[src/rtl/instr_index_sequencer.sv]
// Slot index generator for the instruction buffer: sequential fill, then mapping-table reorder and
// drain. Optional build macro INSTR_MAP_ERR_EN enables the sticky illegal-mapping-write flag.
module instr_index_sequencer #(
  parameter int unsigned bs = 16,
  localparam int unsigned IW = $clog2(bs)
) (
  input  logic          clk,
  input  logic          rst,
  input  logic          en,
  input  logic          start_i,
  input  logic          instr_done,
  input  logic          map_we,
  input  logic [IW-1:0] map_waddr,
  input  logic [IW-1:0] map_wdata,
  output logic [IW-1:0] buffer_index,
  output logic          out_valid,
  output logic          done,
  output logic          map_err
);

  typedef enum logic [2:0] {
    StIdle,
    StFill,
    StMap,
    StDrain,
    StDone
  } state_e;

  state_e        state_q, state_d;
  logic [IW-1:0] idx_q, idx_d;
  logic [IW-1:0] mp_q, mp_d;
  logic [IW-1:0] dc_q, dc_d;
  logic          valid_q, valid_d;
  logic          done_q, done_d;
  logic [IW-1:0] map_q [bs];

  logic          wr_phase;
  logic          in_range;
  logic          map_wr_en;

  function automatic logic [IW-1:0] wrap_inc(input logic [IW-1:0] v);
    return (v == IW'(bs - 1)) ? '0 : v + 1'b1;
  endfunction

  // Non-power-of-two depths leave encodings that do not name a slot.
  if (bs == (2 ** IW)) begin : g_pow2
    assign in_range = 1'b1;
  end else begin : g_npow2
    assign in_range = (32'(map_waddr) < bs) && (32'(map_wdata) < bs);
  end

  assign wr_phase  = (state_q == StIdle) || (state_q == StFill);
  // Table writes depend only on phase, not on en.
  assign map_wr_en = map_we && wr_phase && in_range;

  always_ff @(posedge clk or negedge rst) begin
    if (!rst) begin
      for (int i = 0; i < bs; i++) begin
        map_q[i] <= IW'(i);
      end
    end else if (map_wr_en) begin
      map_q[map_waddr] <= map_wdata;
    end
  end

  always_comb begin
    state_d = state_q;
    idx_d   = idx_q;
    mp_d    = mp_q;
    dc_d    = dc_q;
    valid_d = valid_q;
    done_d  = done_q;
    if (en) begin
      unique case (state_q)
        StIdle: begin
          state_d = StFill;
          idx_d   = wrap_inc(idx_q);
        end
        StFill: begin
          if (start_i) begin
            // instr_done arriving with start_i is seen on the next MAP cycle.
            state_d = StMap;
            idx_d   = map_q[0];
            mp_d    = wrap_inc('0);
            valid_d = 1'b1;
          end else begin
            idx_d = wrap_inc(idx_q);
          end
        end
        StMap: begin
          idx_d   = map_q[mp_q];
          mp_d    = wrap_inc(mp_q);
          valid_d = 1'b1;
          if (instr_done) begin
            state_d = StDrain;
            dc_d    = IW'(bs - 1);
          end
        end
        StDrain: begin
          // The transition edge already issued one index, so bs-1 more follow here.
          if (dc_q == '0) begin
            state_d = StDone;
            valid_d = 1'b0;
            done_d  = 1'b1;
          end else begin
            idx_d = map_q[mp_q];
            mp_d  = wrap_inc(mp_q);
            dc_d  = dc_q - 1'b1;
          end
        end
        StDone: begin
          valid_d = 1'b0;
          done_d  = 1'b1;
        end
        default: begin
          state_d = StIdle;
          idx_d   = '0;
          valid_d = 1'b0;
        end
      endcase
    end
  end

  always_ff @(posedge clk or negedge rst) begin
    if (!rst) begin
      state_q <= StIdle;
      idx_q   <= '0;
      mp_q    <= '0;
      dc_q    <= '0;
      valid_q <= 1'b0;
      done_q  <= 1'b0;
    end else begin
      state_q <= state_d;
      idx_q   <= idx_d;
      mp_q    <= mp_d;
      dc_q    <= dc_d;
      valid_q <= valid_d;
      done_q  <= done_d;
    end
  end

  assign buffer_index = idx_q;
  assign out_valid    = valid_q;
  assign done         = done_q;

`ifdef INSTR_MAP_ERR_EN
  logic map_err_q;

  always_ff @(posedge clk or negedge rst) begin
    if (!rst) begin
      map_err_q <= 1'b0;
    end else if (map_we && (!wr_phase || !in_range)) begin
      map_err_q <= 1'b1;
    end
  end

  assign map_err = map_err_q;
`else
  assign map_err = 1'b0;
`endif

endmodule

[config.mk]
export PLATFORM = sky130hd
export DESIGN_NAME = instr_index_sequencer
export DESIGN_NICKNAME = d
export VERILOG_FILES = /design/src/rtl/instr_index_sequencer.sv
export SDC_FILE = /design/constraint.sdc
export NUM_CORES = 1
export LEC_CHECK = 0
export CAP_MARGIN = 30
export CORE_MARGIN = 2
export CORE_UTILIZATION = 45
export DETAILED_ROUTE_END_ITERATION = 12
export GPL_ROUTABILITY_DRIVEN = 0
export PLACE_DENSITY = 0.71
export SLEW_MARGIN = 5
export SYNTH_ARGS = -nofsm -noshare
export SYNTH_HDL_FRONTEND = slang
export SYNTH_SLANG_ARGS = --single-unit
[constraint.sdc]
create_clock -name clk -period 2.75 [get_ports clk]
set_input_delay 0.6875 -clock clk [delete_from_list [all_inputs] [get_ports clk]]
set_output_delay 0.6875 -clock clk [all_outputs]
set_load 0.02 [all_outputs]
==> summary.md <==
| Metric | Value |
|---|---|
| Lkg Pwr | `~1.9 nW` |
| CTS sink count | `81` |
| P&R area growth vs syn | `11.2%` |
| Pwr/cell area | `about 1000 mW/mm^2` |
| Routed len/inst | `18.7 microns` |
| Commonest non-fill, non-tap cell in the layout | `mux2_2` |
| Unique cell type count in the Yosys netlist | `48` |
| GRT Total Usage | `0.191` |
| CP Depth | `1` |
| Drt first pass iters | `4` |
| Grt met3 use | `0.0432` |
| Syn nets | `between 300 and 400` |
| Peak Freq | `around 470 MHz` |
| R2R Path End | `buffer_index[3]` |
| Sequential element share of the synthesized area | `0.497` |
| H-tree depth | `3` |
| Setup crit end kind | `output port` |
| Syn Inst Count | `around 330` |
| Post-layout nets | `approximately 360` |
| Worst Tran Pin Value | `around 730 ps` |
| TritonCTS buffer count | `9` |
| Resized Gates After CTS | `0` |
| Status | `finished, final reports clean` |
| CP max FO | `6` |
| Clk network pwr share | `0.180` |
| Hold WC Path Type | `input port to asynchronous set/reset pin` |
| Grt met1 use | `0.257` |
| Max-slew violations | `0` |
| R2r worst-path depth | `5` |
| DIE HEIGHT | `about 100 microns` |
| Setup Total Neg Slack | `0 ps` |
| Syn_area_per_cell | `12.6 sq um` |
| Max_cap viols | `0` |
| Dpl cells | `approximately 440` |
| Boundary pin count | `21` |
| Post-route DRC | `0` |
| Critical path class | `flop to output port` |
| CP Data Required Time | `approximately 2100 ps` |
| Number of global-route vias before repair | `roughly 2,700` |
| First-pass GRT wire length | `between 10,000 and 15,000 microns` |
| Detailed Place HPWL | `between 6000 and 7000 microns` |
| Count of final setup violators | `0` |
| Clock root cell | `clkbuf_8` |
| Register-to-register setup slack | `approximately 770 ps` |
| Post-synth EDFFs | `0` |
| Via count | `around 2,600` |
| Initial Util | `0.457` |
| Switching share of power | `0.335` |
| Vias per std cell | `~5.7` |
| Count of final hold-check violations | `0` |
| Initial antenna violation count | `0` |
| Mapped cell area | `0.00416 sq mm` |
| Fin cells | `between 400 and 500` |
| Yosys warning count | `0` |
| Psw | `roughly 0.0016 W` |
| # port buffers | `19` |
| Cell Rows | `35` |
| Post-CTS setup buffer count | `0` |
| Die Wd | `100 microns` |
| RR Startpoint | `mp_q[1]` |
| Die Area | `approximately 0.01 sq mm` |
| Clock-pin transition on the worst setup and hold timing paths | `90 ps` |
| DR iter-0 viols | `roughly 170` |
| Power share of the combinational group | `0.341` |
| Clock tree buffer depth | `2` |
| Synth Flop Type | `dfrtp_1` |
| Post-layout util | `0.508` |
| Synth Register Bits | `slightly above 80` |
| Unrepaired setup endpoints after global routing | `false` |
| Clk_lat worst skew | `roughly 370 ps` |
| Final period utilization | `0.779` |
| Async SR Flop Fraction | `1.00` |
| Critical Path Max Stage Delay | `between 600 and 700 ps` |
| Count of buffer and inverter cells on the critical path | `1` |
| P_int | `0.00313 W` |
| Routed Antenna Nets | `0` |
| DRT Wirelength | `approximately 8600 microns` |
| # diodes | `0` |
| Startpoint Class | `flop` |
| Cells along the critical path | `clkdlybuf4s50_1` |
| Sequential Power Share | `0.479` |
| Most frequent cells in the layout | `mux2_2, dfrtp_1, dfstp_2` |
| Crit path max-delay family | `buffers and inverters` |
| Congestion Overflow GR | `0` |
| CTS tree | `yes` |
| Worst Path Arrival | `roughly 1500 ps` |
| Hold Buf Count CTS | `0` |
| Gr busiest metal | `met2` |
| Grt met2 use | `0.306` |
| Clk_skew | `around 10 ps` |
| Maximum number of pins on one net before global-route repair | `43` |
| CP max-delay cell | `clkdlybuf4s50_1` |
| Slew margin rel. | `0.516` |
| Layout cells sized above 1 | `0.421` |
| Core ar. | `between 0.009 and 0.01 sq mm` |
| Worst IR Drop VDD | `between 0.5 and 0.6 mV` |
| Fin crit period | `approximately 2100 ps` |
## flip-flops by register name, summed over array words and instances, names as in the netlist
register	cells
buffer_index	4
dc_q	4
done	1
map_q	64
mp_q	4
out_valid	1
state_q	3
## cell families after synthesis
family | after synthesis | synth area share
multiplexers | 89 | 0.271
AND/OR/NAND/NOR | 86 | 0.111
flip-flops | 81 | 0.497
AO/OA/AOI/OAI | 42 | 0.0770
buffers and inverters | 25 | 0.0292
adder cells (fa/ha/maj) | 4 | 0.0120
other | 1 | 0.000901
XOR/XNOR | 1 | 0.00211
## cells in the mapped netlist (6+ instances only)
cell / number / area [sq um]
mux4_2: 12 / 270
mux2i_1: 8 / 80.1
dfrtp_1: 49 / 1230
inv_1: 6 / 22.5
nor2_1: 15 / 56.3
nand4_1: 6 / 37.5
o21ai_0: 9 / 45.0
nor2b_1: 7 / 43.8
clkbuf_1: 8 / 30.0
mux2_2: 69 / 777
buf_2: 7 / 35.0
dfstp_2: 32 / 841
nand2_1: 26 / 97.6
## power by group through the flow
| stage | clock [W] | combinational (W) | sequential [W] |
|---|---|---|---|
| global placement | 0 | 0.00156 | 0.00225 |
| CTS | 0.000878 | 0.00162 | 0.00226 |
| floorplan | 0 | 0.00131 | 0.00211 |
| global route | 0.000935 | 0.00176 | 0.00233 |
| finish | 0.000846 | 0.00161 | 0.00225 |
| detailed placement | 0 | 0.00161 | 0.00228 |
## through the flow
stage	area (sq um)	setup slack [ps]	power [W]	hold slack [ps]
after floorplan	4160	928	0.00342	392
after global placement	4430	345	0.00381	443
after detailed placement	4430	292	0.00389	452
after CTS	4630	582	0.00475	302
after global routing	4630	536	0.00502	321
final	4630	608	0.00471	296
## per-layer routing
layer,part of all wire,vias up,wire length [microns]
met5,0,-,0
met4,0.013,0,114
met3,0.042,11,364
met2,0.49,50,4240
met1,0.45,1346,3900
li1,-,1230,-
## worst max-delay path by stage
stage	startpoint	to
2_1_floorplan	map_waddr[1]	map_q[57]
3_3_place_gp	map_waddr[1]	map_q[41]
3_5_place_dp	map_waddr[1]	map_q[59]
4_1_cts	buffer_index[2]	buffer_index[2]
5_1_grt	buffer_index[2]	buffer_index[2]
6_report	buffer_index[2]	buffer_index[2]
## cell type report
class	instances	area, sq um
sequential	81	2070
clock buffer	9	124
tap	111	139
clock inverter	7	71.3
inverter	6	22.5
fill	792	4480
timing repair buffer	23	230
multi-input combinational	223	1970
Note: power is estimated with default switching activity, not from simulation.
